### src/rtl/cpu_defs_pkg.sv
// Shared CPU definitions: fetch reset PC, canonical NOP encoding and the IF/ID state type.
package cpu_defs_pkg;

   localparam logic [31:0] INIT_PC_DEFAULT = 32'hfffffffc;
   localparam logic [31:0] NOP_INST        = 32'h00000013;

   typedef enum logic {
      S_BOOT = 1'b0,
      S_RUN  = 1'b1
   } if_id_state_t;

endpackage

### src/rtl/if_id_perf_cnt.sv
// IF/ID performance counters: issued instructions, flush bubbles and stall cycles.
// All three are free-running 32-bit counters that wrap.
module if_id_perf_cnt (
   input  logic        clk_i,
   input  logic        reset_i,
   input  logic        i_issue,
   input  logic        i_flush,
   input  logic        i_stall,
   output logic [31:0] o_issueCnt,
   output logic [31:0] o_flushCnt,
   output logic [31:0] o_stallCnt
);

   logic [31:0] r_issueCnt;
   logic [31:0] r_flushCnt;
   logic [31:0] r_stallCnt;

   always_ff @(posedge clk_i or posedge reset_i) begin
      if (reset_i) begin
         r_issueCnt <= 32'h0;
         r_flushCnt <= 32'h0;
         r_stallCnt <= 32'h0;
      end else begin
         if (i_issue) r_issueCnt <= r_issueCnt + 32'd1;
         if (i_flush) r_flushCnt <= r_flushCnt + 32'd1;
         if (i_stall) r_stallCnt <= r_stallCnt + 32'd1;
      end
   end

   assign o_issueCnt = r_issueCnt;
   assign o_flushCnt = r_flushCnt;
   assign o_stallCnt = r_stallCnt;

endmodule

### src/rtl/if_id_reg.sv
// IF/ID pipeline register with flush > stall > advance priority and boot-fetch suppression.
// Define IF_ID_PERF_EN to build the perf counters; otherwise perf_* outputs are tied to zero.
module if_id_reg #(
   parameter logic [31:0] INIT_PC  = cpu_defs_pkg::INIT_PC_DEFAULT,
   parameter logic [31:0] NOP_INST = cpu_defs_pkg::NOP_INST
) (
   input  logic        clk_i,
   input  logic        reset_i,
   input  logic [31:0] if_pc_i,
   input  logic [31:0] if_inst_i,
   input  logic        data_suspend_i,
   input  logic        flush_i,
   output logic [31:0] id_pc_o,
   output logic [31:0] id_pc4_o,
   output logic [31:0] id_inst_o,
   output logic        id_valid_o,
   output logic [31:0] perf_issue_o,
   output logic [31:0] perf_flush_o,
   output logic [31:0] perf_stall_o
);

   import cpu_defs_pkg::*;

   if_id_state_t r_state;
   if_id_state_t w_nextState;
   logic         w_bubble;
   logic         w_advance;

   logic [31:0]  r_pc;
   logic [31:0]  r_pc4;
   logic [31:0]  r_inst;
   logic         r_valid;

   always_ff @(posedge clk_i or posedge reset_i) begin
      if (reset_i) r_state <= S_BOOT;
      else         r_state <= w_nextState;
   end

   always_comb begin
      w_nextState = r_state;
      case (r_state)
         S_BOOT:  w_nextState = S_RUN;
         S_RUN:   w_nextState = S_RUN;
         default: w_nextState = S_BOOT;
      endcase
   end

   // The boot edge is treated as a bubble so the dummy fetch at INIT_PC never issues.
   always_comb begin
      w_bubble  = 1'b0;
      w_advance = 1'b0;
      case (r_state)
         S_BOOT: w_bubble = 1'b1;
         S_RUN: begin
            if (flush_i)             w_bubble  = 1'b1;
            else if (!data_suspend_i) w_advance = 1'b1;
         end
         default: w_bubble = 1'b1;
      endcase
   end

   // A bubble still records the fetch PC so the ID stage shows where the pipe was redirected.
   always_ff @(posedge clk_i or posedge reset_i) begin
      if (reset_i) begin
         r_pc    <= INIT_PC;
         r_pc4   <= 32'h0;
         r_inst  <= NOP_INST;
         r_valid <= 1'b0;
      end else if (w_bubble) begin
         r_pc    <= if_pc_i;
         r_pc4   <= if_pc_i + 32'd4;
         r_inst  <= NOP_INST;
         r_valid <= 1'b0;
      end else if (w_advance) begin
         r_pc    <= if_pc_i;
         r_pc4   <= if_pc_i + 32'd4;
         r_inst  <= if_inst_i;
         r_valid <= (if_pc_i != INIT_PC);
      end
   end

   assign id_pc_o    = r_pc;
   assign id_pc4_o   = r_pc4;
   assign id_inst_o  = r_inst;
   assign id_valid_o = r_valid;

`ifdef IF_ID_PERF_EN
   logic w_issueEv;
   logic w_flushEv;
   logic w_stallEv;

   assign w_flushEv = (r_state == S_RUN) && flush_i;
   assign w_stallEv = (r_state == S_RUN) && !flush_i && data_suspend_i;
   assign w_issueEv = w_advance && (if_pc_i != INIT_PC);

   if_id_perf_cnt u_perfCnt (
      .clk_i      (clk_i),
      .reset_i    (reset_i),
      .i_issue    (w_issueEv),
      .i_flush    (w_flushEv),
      .i_stall    (w_stallEv),
      .o_issueCnt (perf_issue_o),
      .o_flushCnt (perf_flush_o),
      .o_stallCnt (perf_stall_o)
   );
`else
   assign perf_issue_o = 32'h0;
   assign perf_flush_o = 32'h0;
   assign perf_stall_o = 32'h0;
`endif

endmodule

### config.mk
export PLATFORM = sky130hd
export DESIGN_NAME = if_id_reg
export DESIGN_NICKNAME = d
export VERILOG_FILES = /design/src/rtl/cpu_defs_pkg.sv /design/src/rtl/if_id_perf_cnt.sv /design/src/rtl/if_id_reg.sv
export SDC_FILE = /design/constraint.sdc
export NUM_CORES = 1
export LEC_CHECK = 0
export BUFFER_PORTS_ARGS = -buffer_cell sky130_fd_sc_hd__buf_2
export CORE_MARGIN = 1
export CORE_UTILIZATION = 45
export CTS_BUF_LIST = sky130_fd_sc_hd__clkbuf_4 sky130_fd_sc_hd__clkbuf_8
export CTS_CLUSTER_SIZE = 30
export DETAILED_ROUTE_END_ITERATION = 8
export MAX_ROUTING_LAYER = met4
export PLACE_DENSITY_LB_ADDON = 0.08
export SETUP_SLACK_MARGIN = 0.15
export SLEW_MARGIN = 20
export SYNTH_ARGS = -nofsm -noshare
export SYNTH_HDL_FRONTEND = slang
export SYNTH_SLANG_ARGS = --single-unit
### constraint.sdc
create_clock -name clk_i -period 3.1 [get_ports clk_i]
set_input_delay 0.31 -clock clk_i [delete_from_list [all_inputs] [get_ports clk_i]]
set_output_delay 0.31 -clock clk_i [all_outputs]
set_load 0.01 [all_outputs]
==> run_summary.xml, run 1 <==
<?xml version="1.0" encoding="UTF-8"?>
<metrics>
  <group name="run_status">
    <metric name="outcome" unit="">completed</metric>
  </group>
  <group name="synth">
    <metric name="postSynthCellCount" unit="">508</metric>
    <metric name="yosys_warnings" unit="">0</metric>
    <metric name="synth-async-reset-ratio" unit="">1.000</metric>
    <metric name="postSynthRegisterBits" unit="">96</metric>
    <metric name="synth_sequential_area_ratio" unit="">0.5008</metric>
    <metric name="synth.distinct_cells" unit="">42</metric>
    <metric name="synth_edf_count" unit="">0</metric>
    <metric name="synth.cell_area" unit="um2">4880</metric>
    <metric name="synth.avg_cell_area" unit="um2">9.606</metric>
    <metric name="ys.flop_type" unit="">dfrtp_1</metric>
  </group>
  <group name="critical_path">
    <metric name="cp_max_fo" unit="">68</metric>
    <metric name="worst_setup_path_start_kind" unit="">register</metric>
    <metric name="crit_path_cell_chain" unit="">and3b_4 -&gt; buf_4 -&gt; a22o_1</metric>
    <metric name="worst_path_largest_cell_delay" unit="ns">0.73</metric>
    <metric name="critical_path.top_delay_family" unit="">simple AND/OR/NAND/NOR gates</metric>
    <metric name="arrival_worst_endpoint" unit="ns">2.02</metric>
    <metric name="worst_path_max_delay_cell" unit="">and3b_4</metric>
    <metric name="endpoint_kind" unit="">register</metric>
    <metric name="critPathKind" unit="">register to register</metric>
    <metric name="cp.buffers_inverters" unit="">1</metric>
    <metric name="crit_required" unit="ns">3.39</metric>
  </group>
  <group name="timing">
    <metric name="final.min_clock_period" unit="ns">1.726</metric>
    <metric name="max_clock_freq" unit="MHz">579.5</metric>
    <metric name="min_period_over_period" unit="">0.5567</metric>
    <metric name="worst_slew_margin_relative_to_its_limit" unit="">0.4324</metric>
    <metric name="rsz0062_at_grt" unit="">false</metric>
    <metric name="report.final.setup_viol" unit="">0</metric>
    <metric name="hold-worst-slack" unit="ns">0.02331</metric>
    <metric name="finalClockSkew" unit="ns">0.006480</metric>
    <metric name="number_of_pins_with_negative_max_slew_slack_in_the_final_report" unit="">0</metric>
    <metric name="tightestPinTransition" unit="ns">0.8450</metric>
    <metric name="final-hold-violation-count" unit="">0</metric>
    <metric name="final.setup.tns" unit="ns">0</metric>
  </group>
  <group name="job">
    <metric name="drv.max_cap_violation_count" unit="">0</metric>
  </group>
  <group name="min_path">
    <metric name="hold_path.class" unit="">primary input to asynchronous set/reset pin</metric>
  </group>
  <group name="floorplan">
    <metric name="initial_core_util" unit="">0.4685</metric>
    <metric name="ioPinCount" unit="">261</metric>
    <metric name="design.core.area" unit="um2">10420</metric>
    <metric name="floorplan.die.width" unit="um">106.1</metric>
    <metric name="core.rowCount" unit="">37</metric>
    <metric name="die_area" unit="um2">11260</metric>
    <metric name="height_of_the_chip" unit="um">106.1</metric>
  </group>
  <group name="cts">
    <metric name="post_cts_buffers" unit="">0</metric>
    <metric name="ctsLongestPathBuffers" unit="">2</metric>
    <metric name="clk_pin_slew" unit="ns">0.09</metric>
    <metric name="cts_tree" unit="">built</metric>
    <metric name="clk_latency" unit="ns">0.35</metric>
    <metric name="cts-hold-fix-buffers" unit="">0</metric>
    <metric name="cts_resized" unit="">0</metric>
    <metric name="cts_htree_levels" unit="">3</metric>
    <metric name="tritoncts.num_buffers" unit="">9</metric>
    <metric name="clock-root-buffer" unit="">clkbuf_8</metric>
    <metric name="clock_sink_count" unit="">96</metric>
  </group>
  <group name="placement">
    <metric name="placement.io_buffers" unit="">164</metric>
    <metric name="post-place-cells" unit="">788</metric>
    <metric name="routabilityCongestion" unit="">0.8273</metric>
    <metric name="place.detailed.hpwl" unit="mm">8.428</metric>
  </group>
  <group name="final_layout">
    <metric name="drive_gt1_frac" unit="">0.3458</metric>
    <metric name="syn_to_final_growth" unit="%">16.51</metric>
    <metric name="fin_nets" unit="">732</metric>
    <metric name="finalNonFillerCells" unit="">804</metric>
    <metric name="final.fill_count" unit="">1003</metric>
    <metric name="antenna-diode-count" unit="">0</metric>
  </group>
  <group name="grt">
    <metric name="global_route_wire_length_before_repair" unit="mm">17.98</metric>
    <metric name="via_count_of_the_first_global_routing_pass" unit="">3494</metric>
    <metric name="gr-usage-all-layers" unit="">0.2108</metric>
    <metric name="grt_start_max_net_pins" unit="">69</metric>
    <metric name="grt_overflow_total" unit="">0</metric>
    <metric name="number_of_antenna_violations_at_the_first_check_in_global_routing" unit="">0</metric>
  </group>
  <group name="power_and_ir_drop">
    <metric name="static-leakage-power" unit="nW">2.925</metric>
    <metric name="power_density" unit="nW/um2">476.5</metric>
    <metric name="worst_ir_drop_vdd" unit="mV">0.2657</metric>
  </group>
  <group name="route">
    <metric name="detail-route-antenna-nets" unit="">0</metric>
    <metric name="drt_pass1_iterations" unit="">4</metric>
    <metric name="wl_per_cell" unit="um">14.21</metric>
    <metric name="detail_route.drc_violations" unit="">0</metric>
    <metric name="vias" unit="">3850</metric>
    <metric name="route.final.wire_length" unit="mm">11.42</metric>
    <metric name="detail_route.vias_per_cell" unit="">4.789</metric>
    <metric name="drt-initial-drc-count" unit="">230</metric>
  </group>
</metrics>
## area by class of cell
cell class / instances / area [um2] / area share
repair buffers: 170 / 878.3 / 0.1545
clock inverters: 5 / 81.33 / 0.01430
well taps: 136 / 170.2 / 0.02993
clock buffers: 11 / 138.9 / 0.02443
flip-flops and latches: 96 / 2444 / 0.4298
multi-input cells: 383 / 1959 / 0.3446
inverters: 3 / 13.76 / 0.002421
## placed cells by master, fill, tap and decap left out, types with 2 or more instances in the layout
cell type / n
xnor2_1: 3
and4_1: 2
nand2_1: 116
nand3_1: 14
or4_1: 6
a22o_1: 30
bufinv_16: 2
xor2_1: 8
buf_4: 5
inv_1: 2
o22a_1: 3
a31o_2: 3
nand4_1: 14
nand4_2: 2
buf_2: 164
dfstp_2: 33
o31ai_1: 4
a31oi_1: 13
nor3_1: 3
clkbuf_8: 9
or3_1: 7
conb_1: 97
and2_1: 2
o21ai_0: 21
nor2_1: 17
clkbuf_4: 2
dfrtp_1: 63
and3_1: 4
## Yosys cell counts (2+ instances only)
cell type | instances | area share
a22o_1 | 30 | 0.054
a31o_2 | 3 | 0.0054
a31oi_1 | 13 | 0.017
and2_1 | 2 | 0.0026
and3_1 | 4 | 0.0051
and4_1 | 2 | 0.0036
buf_1 | 3 | 0.0023
buf_4 | 98 | 0.15
clkbuf_1 | 18 | 0.014
conb_1 | 2 | 0.0015
dfrtp_1 | 63 | 0.32
dfstp_2 | 33 | 0.18
inv_1 | 3 | 0.0023
nand2_1 | 116 | 0.089
nand3_1 | 14 | 0.014
nand4_1 | 14 | 0.018
nand4_2 | 2 | 0.0051
nor2_1 | 17 | 0.013
nor3_1 | 3 | 0.0031
o21ai_0 | 21 | 0.022
o22a_1 | 3 | 0.0054
o31ai_1 | 4 | 0.0062
or3_1 | 7 | 0.0090
or4_1 | 6 | 0.0092
xnor2_1 | 3 | 0.0054
xor2_1 | 8 | 0.014
## per-stage QoR
step | worst slack [ns] | area (um2) | power [mW] | utilization
2_1_floorplan | 0.3392 | 5236 | 1.728 | -
3_3_place_gp | 1.183 | 5465 | 1.824 | 0.5247
3_5_place_dp | 1.137 | 5465 | 1.831 | 0.5247
4_1_cts | 1.359 | 5685 | 2.746 | 0.5458
5_1_grt | 1.219 | 5685 | 2.847 | 0.5458
6_report | 1.374 | 5685 | 2.709 | 0.5458
## metal layers
layer | track usage | wire length [um]
met5 | - | 0
met1 | 0.2962 | 5275
met2 | 0.3066 | 5280
met3 | 0.04047 | 675
met4 | 0.06845 | 191
## logic make-up after synthesis
| logic type | count (synthesis) | synth area share |
|---|---|---|
| simple gates | 196 | 0.1879 |
| fa+ha+maj | 1 | 0.002564 |
| flops | 96 | 0.5008 |
| compound gates | 78 | 0.1149 |
| buf+inv | 124 | 0.1726 |
| other cells | 2 | 0.001539 |
| xor+xnor | 11 | 0.01975 |
## flip-flops by register name, indices dropped and copies added (netlist names)
name,flops
id_inst_o,32
id_pc4_o,30
id_pc_o,32
r_state,1
id_valid_o,1
## worst paths after layout
path                       slack [ns]  cells past startpoint                         to                    from
max                              1.37                      3   id_inst_o[2]$_DFFE_PP0P_       r_state$_DFF_PP0_
min                              0.02                      2  id_inst_o[27]$_DFFE_PP0P_                 reset_i
max reg2reg                      1.37                      3   id_inst_o[2]$_DFFE_PP0P_       r_state$_DFF_PP0_
min reg2reg                      0.45                      2     id_pc_o[4]$_DFFE_PP1P_  id_pc_o[4]$_DFFE_PP1P_
max in group asynchronous        2.31                      3    id_pc_o[15]$_DFFE_PP1P_                 reset_i
min in group clk_i               0.17                      2  id_inst_o[17]$_DFFE_PP0P_           if_inst_i[17]
## power breakdown
part | internal (mW) | total (mW) | switching, mW
Clock | 0.473 | 0.904 | 0.431
Sequential | 1.35 | 1.39 | 0.0412
Combinational | 0.142 | 0.411 | 0.270
Total | 1.97 | 2.71 | 0.742
(Power assumes the default switching activity.)
==> inputs of run 2 (changes only) <==
Clock period 3.1 ns to 1.7 ns, I/O delays scaled along.
==> run_summary.xml, run 2 (same netlist as run 1, synthesis figures left out) <==
<?xml version="1.0" encoding="UTF-8"?>
<metrics>
  <group name="floorplan">
    <metric name="core.rowCount" unit="">37</metric>
    <metric name="design.core.area" unit="um2">10420</metric>
    <metric name="initial_core_util" unit="">0.4685</metric>
    <metric name="floorplan.die.width" unit="um">106.1</metric>
    <metric name="ioPinCount" unit="">261</metric>
    <metric name="die_area" unit="um2">11260</metric>
    <metric name="height_of_the_chip" unit="um">106.1</metric>
  </group>
  <group name="min_path">
    <metric name="hold_path_depth" unit="">2</metric>
    <metric name="min_from" unit="">if_inst_i[21]</metric>
    <metric name="hold-path-endpoint" unit="">id_inst_o[21]$_DFFE_PP0P_</metric>
    <metric name="hold_path.class" unit="">primary input to register</metric>
  </group>
  <group name="final_layout">
    <metric name="postLayoutCoreUtil" unit="">0.5723</metric>
    <metric name="mostFrequentLayoutCells" unit="">164 x buf_2, 116 x nand2_1, 97 x conb_1</metric>
    <metric name="final_area" unit="um2">5961</metric>
    <metric name="drive_gt1_frac" unit="">0.3727</metric>
    <metric name="final.fill_count" unit="">988</metric>
    <metric name="area.sequential" unit="um2">2444</metric>
    <metric name="layout.cells.most_common" unit="">buf_2</metric>
    <metric name="fin_nets" unit="">767</metric>
    <metric name="syn_to_final_growth" unit="%">22.15</metric>
    <metric name="multiInputGateArea" unit="um2">1966</metric>
  </group>
  <group name="grt">
    <metric name="grt_overflow_total" unit="">0</metric>
    <metric name="gr-usage-all-layers" unit="">0.2161</metric>
    <metric name="grt_start_max_net_pins" unit="">38</metric>
    <metric name="via_count_of_the_first_global_routing_pass" unit="">3723</metric>
    <metric name="number_of_antenna_violations_at_the_first_check_in_global_routing" unit="">1</metric>
    <metric name="global_route_wire_length_before_repair" unit="mm">18.47</metric>
  </group>
  <group name="critical_path">
    <metric name="timing.reg2reg.setup_slack" unit="ns">0.27</metric>
    <metric name="worst_reg_to_reg_cells" unit="">3</metric>
    <metric name="rr_endpoint" unit="">id_inst_o[25]$_DFFE_PP0P_</metric>
    <metric name="endpoint_kind" unit="">register</metric>
    <metric name="cp_max_fo" unit="">20</metric>
    <metric name="r2r_start" unit="">r_state$_DFF_PP0_</metric>
    <metric name="arrival_worst_endpoint" unit="ns">1.73</metric>
    <metric name="critPathKind" unit="">register to register</metric>
    <metric name="crit_required" unit="ns">2.00</metric>
    <metric name="worst_setup_path_start_kind" unit="">register</metric>
  </group>
  <group name="run_status">
    <metric name="outcome" unit="">completed</metric>
  </group>
  <group name="timing">
    <metric name="final.min_clock_period" unit="ns">1.429</metric>
    <metric name="finalClockSkew" unit="ns">0.009166</metric>
    <metric name="max_clock_freq" unit="MHz">699.6</metric>
    <metric name="report.final.setup_viol" unit="">0</metric>
    <metric name="final-hold-violation-count" unit="">0</metric>
    <metric name="final.setup.tns" unit="ns">0</metric>
    <metric name="hold-worst-slack" unit="ns">0.01096</metric>
    <metric name="min_period_over_period" unit="">0.8408</metric>
    <metric name="number_of_pins_with_negative_max_slew_slack_in_the_final_report" unit="">0</metric>
    <metric name="rsz0062_at_grt" unit="">false</metric>
  </group>
  <group name="cts">
    <metric name="cts_htree_levels" unit="">3</metric>
    <metric name="cts_tree" unit="">built</metric>
    <metric name="clock-root-buffer" unit="">clkbuf_8</metric>
    <metric name="clk_latency" unit="ns">0.37</metric>
    <metric name="clk_pin_slew" unit="ns">0.10</metric>
    <metric name="post_cts_buffers" unit="">0</metric>
    <metric name="clock_sink_count" unit="">96</metric>
    <metric name="tritoncts.num_buffers" unit="">9</metric>
    <metric name="ctsLongestPathBuffers" unit="">2</metric>
  </group>
  <group name="job">
    <metric name="drv.max_cap_violation_count" unit="">0</metric>
  </group>
  <group name="placement">
    <metric name="routabilityCongestion" unit="">0.8426</metric>
    <metric name="place.detailed.hpwl" unit="mm">8.897</metric>
    <metric name="detailed_place.area" unit="um2">5724</metric>
    <metric name="placement.io_buffers" unit="">164</metric>
  </group>
  <group name="route">
    <metric name="vias" unit="">4008</metric>
    <metric name="route.final.wire_length" unit="mm">11.58</metric>
    <metric name="detail_route.vias_per_cell" unit="">4.771</metric>
    <metric name="drt_pass1_iterations" unit="">4</metric>
    <metric name="wl_per_cell" unit="um">13.78</metric>
    <metric name="detail-route-antenna-nets" unit="">0</metric>
    <metric name="detail_route.drc_violations" unit="">0</metric>
    <metric name="drt-initial-drc-count" unit="">197</metric>
  </group>
  <group name="power_and_ir_drop">
    <metric name="static-leakage-power" unit="nW">3.082</metric>
    <metric name="power" unit="mW">4.770</metric>
    <metric name="worst_ir_drop_vdd" unit="mV">0.3342</metric>
    <metric name="power_density" unit="nW/um2">800.2</metric>
  </group>
</metrics>
[run 2: area by class of cell]
| cell class | count | share of cell area |
|---|---|---|
| Sequential cell | 96 | 0.4099 |
| Multi-Input combinational cell | 383 | 0.3298 |
| Timing Repair Buffer | 205 | 0.1973 |
| Tap cell | 136 | 0.02855 |
| Clock buffer | 12 | 0.02666 |
| Clock inverter | 4 | 0.004828 |
| Inverter | 3 | 0.002519 |
| Antenna cell | 1 | 0.0004198 |
[run 2: what timing repair did]
action,CTS,global route
hold buffers,4,0
gates resized for setup,1,0
setup endpoints to repair,20,0
endpoints found under the hold margin,13,0
[run 2: power breakdown]
group,switching (mW),internal [mW]
Sequential,0.0759,2.47
Combinational,0.497,0.306
Clock,0.795,0.629
[run 2: layer usage]
layer	share of wire	wire length, um	vias to the layer above	global-route usage
met5	0	0	-	-
met4	0.023	263	0	0.08929
met3	0.070	812	22	0.04476
met2	0.47	5410	189	0.3261
met1	0.44	5090	1870	0.2837
li1	-	-	1927	-
[run 2: worst max-delay path by stage]
stage	depth (start not counted)	slack, ns	from	end
floorplan	5	0.18	if_pc_i[14]	id_pc4_o[25]$_DFFE_PP0P_
global placement	5	0.008	if_pc_i[18]	id_pc4_o[29]$_DFFE_PP0P_
detailed placement	5	-0.04	if_pc_i[20]	id_pc4_o[29]$_DFFE_PP0P_
CTS	3	0.25	r_state$_DFF_PP0_	id_inst_o[25]$_DFFE_PP0P_
global route	3	0.15	r_state$_DFF_PP0_	id_inst_o[25]$_DFFE_PP0P_
finish	3	0.27	r_state$_DFF_PP0_	id_inst_o[25]$_DFFE_PP0P_
[run 2: through the flow]
| step | std cells | setup slack (ns) |
|---|---|---|
| final | 840 | 0.2707 |
| after global routing | 840 | 0.1514 |
| after CTS | 839 | 0.2516 |
| after detailed placement | 819 | -0.04013 |
| after global placement | 819 | 0.007542 |
| after floorplan | 603 | 0.1780 |
[run 2: worst max-delay path, cell delays in order, from the launching register on]
cell and delay, ns:
dfrtp_1 0.39, nor3b_4 0.47, buf_4 0.33, a22o_1 0.17
==> inputs of run 3 (changes only) <==
Clock period 1.7 ns to 1.4 ns, I/O delays scaled along.
==> run_summary.xml, run 3 (same netlist as run 1, synthesis figures left out) <==
<?xml version="1.0" encoding="UTF-8"?>
<metrics>
  <group name="job">
    <metric name="drv.max_cap_violation_count" unit="">0</metric>
  </group>
  <group name="power_and_ir_drop">
    <metric name="power_report.internal_total" unit="mW">4.358</metric>
    <metric name="power.switching_fraction" unit="">0.2763</metric>
    <metric name="share_seq_of_total_power" unit="">0.513</metric>
    <metric name="power.switching" unit="mW">1.664</metric>
    <metric name="worst_ir_drop_vdd" unit="mV">0.4699</metric>
    <metric name="power_density" unit="nW/um2">929.4</metric>
    <metric name="static-leakage-power" unit="nW">3.320</metric>
    <metric name="pwr-share-comb" unit="">0.180</metric>
    <metric name="power" unit="mW">6.021</metric>
    <metric name="p_clk_frac" unit="">0.307</metric>
  </group>
  <group name="route">
    <metric name="detail_route.vias_per_cell" unit="">4.708</metric>
    <metric name="detail-route-antenna-nets" unit="">0</metric>
    <metric name="detail_route.drc_violations" unit="">0</metric>
    <metric name="vias" unit="">4195</metric>
    <metric name="wl_per_cell" unit="um">13.68</metric>
    <metric name="drt_pass1_iterations" unit="">4</metric>
    <metric name="route.final.wire_length" unit="mm">12.19</metric>
    <metric name="drt-initial-drc-count" unit="">149</metric>
  </group>
  <group name="cts">
    <metric name="clk_latency" unit="ns">0.36</metric>
    <metric name="ctsLongestPathBuffers" unit="">2</metric>
    <metric name="cts_tree" unit="">built</metric>
    <metric name="clock_sink_count" unit="">96</metric>
    <metric name="clk_pin_slew" unit="ns">0.09</metric>
    <metric name="clock-root-buffer" unit="">clkbuf_8</metric>
    <metric name="tritoncts.num_buffers" unit="">9</metric>
    <metric name="cts_htree_levels" unit="">3</metric>
  </group>
  <group name="final_layout">
    <metric name="antenna-diode-count" unit="">0</metric>
    <metric name="fin_nets" unit="">819</metric>
    <metric name="mostFrequentLayoutCells" unit="">164 x buf_2, 116 x nand2_1, 97 x conb_1</metric>
    <metric name="final.fill_count" unit="">940</metric>
    <metric name="drive_gt1_frac" unit="">0.3841</metric>
    <metric name="layout.cells.most_common" unit="">buf_2</metric>
    <metric name="syn_to_final_growth" unit="%">32.77</metric>
  </group>
  <group name="floorplan">
    <metric name="die_area" unit="um2">11260</metric>
    <metric name="floorplan.die.width" unit="um">106.1</metric>
    <metric name="ioPinCount" unit="">261</metric>
    <metric name="initial_core_util" unit="">0.4685</metric>
    <metric name="core.rowCount" unit="">37</metric>
    <metric name="design.core.area" unit="um2">10420</metric>
    <metric name="height_of_the_chip" unit="um">106.1</metric>
  </group>
  <group name="timing">
    <metric name="final-hold-violation-count" unit="">0</metric>
    <metric name="min_period_over_period" unit="">0.9082</metric>
    <metric name="rsz0062_at_grt" unit="">true</metric>
    <metric name="final.setup.tns" unit="ns">0</metric>
    <metric name="max_clock_freq" unit="MHz">786.5</metric>
    <metric name="tightestPinTransition" unit="ns">0.5018</metric>
    <metric name="finalClockSkew" unit="ns">0.008376</metric>
    <metric name="postLayoutSetupSlackWorst" unit="ns">0.1285</metric>
    <metric name="final.min_clock_period" unit="ns">1.271</metric>
    <metric name="number_of_pins_with_negative_max_slew_slack_in_the_final_report" unit="">0</metric>
    <metric name="report.final.setup_viol" unit="">0</metric>
    <metric name="hold-worst-slack" unit="ns">0.01050</metric>
    <metric name="worst_slew_margin_relative_to_its_limit" unit="">0.6655</metric>
  </group>
  <group name="grt">
    <metric name="number_of_antenna_violations_at_the_first_check_in_global_routing" unit="">0</metric>
    <metric name="via_count_of_the_first_global_routing_pass" unit="">3957</metric>
    <metric name="grt_overflow_total" unit="">0</metric>
    <metric name="grt_start_max_net_pins" unit="">97</metric>
    <metric name="global_route_wire_length_before_repair" unit="mm">19.31</metric>
    <metric name="gr-usage-all-layers" unit="">0.2252</metric>
  </group>
  <group name="critical_path">
    <metric name="cp_max_fo" unit="">5</metric>
    <metric name="critPathKind" unit="">register to register</metric>
    <metric name="crit_required" unit="ns">1.69</metric>
    <metric name="worst_setup_path_start_kind" unit="">register</metric>
    <metric name="endpoint_kind" unit="">register</metric>
    <metric name="arrival_worst_endpoint" unit="ns">1.56</metric>
  </group>
  <group name="run_status">
    <metric name="outcome" unit="">completed</metric>
  </group>
  <group name="placement">
    <metric name="dpl_worst_slack" unit="ns">-0.2550</metric>
    <metric name="placement.io_buffers" unit="">164</metric>
    <metric name="routabilityCongestion" unit="">0.8224</metric>
    <metric name="place.detailed.hpwl" unit="mm">8.847</metric>
  </group>
  <group name="min_path">
    <metric name="hold_path.class" unit="">primary input to register</metric>
  </group>
</metrics>
-- run 3: worst paths after layout --
check                      slack, ns               startpoint  cells after the start                  endpoint
setup / recovery                0.13        r_state$_DFF_PP0_                      3  id_pc4_o[26]$_DFFE_PP0P_
setup reg to reg                0.13        r_state$_DFF_PP0_                      3  id_pc4_o[26]$_DFFE_PP0P_
hold / removal                  0.01               if_pc_i[0]                      3    id_pc_o[0]$_DFFE_PP0P_
hold reg to reg                 0.45  id_pc_o[11]$_DFFE_PP1P_                      2   id_pc_o[11]$_DFFE_PP1P_
max in group asynchronous       0.52                  reset_i                      4   id_pc_o[27]$_DFFE_PP1P_
min in group asynchronous       0.47                  reset_i                      4   id_pc4_o[7]$_DFFE_PP0P_
-- run 3: routing by layer --
metal | track usage | wire length, um | vias to the layer above
li1 | - | - | 2024
met1 | 0.2958 | 5441 | 1983
met2 | 0.3446 | 5792 | 174
met3 | 0.05150 | 772 | 14
met4 | 0.07540 | 186 | 0
met5 | - | 0 | -
-- run 3: layout make-up --
cell class,count,area [um2],share of cell area
clock inverter,3,45.04,0.006952
sequential,96,2444,0.3772
clock buffer,13,153.9,0.02375
timing repair buffer,257,1645,0.2540
multi-input combinational,383,2006,0.3096
inverter,3,15.01,0.002317
tap,136,170.2,0.02626
-- run 3: timing repair --
action | 4_1_cts | 5_1_grt
pin swaps | 4 | 6
hold endpoints to repair | 95 | 0
gates resized for setup | 2 | 10
endpoints found under the setup margin | 35 | 39
buffers inserted | 2 | 0
hold buffers | 33 | 0
-- run 3: critical path, cell delays in order, from the launching register on --
cell     delay, ns
dfrtp_1       0.41
and3b_4       0.23
or4_1         0.47
nand3_1       0.09
-- run 3: per-stage QoR --
step,utilization,area (um2),std cells
2_1_floorplan,-,5299,603
3_3_place_gp,0.5646,5881,840
3_5_place_dp,0.5646,5881,840
4_1_cts,0.6175,6432,891
5_1_grt,0.6220,6479,891
6_report,0.6220,6479,891
-- run 3: power groups by stage --
stage	combinational, mW	clock (mW)	sequential, mW
2_1_floorplan	0.619	0	3.22
6_report	1.09	1.85	3.09
3_5_place_dp	1.00	0	3.14
3_3_place_gp	0.990	0	3.13
5_1_grt	1.20	2.01	3.11
4_1_cts	1.08	1.91	3.09
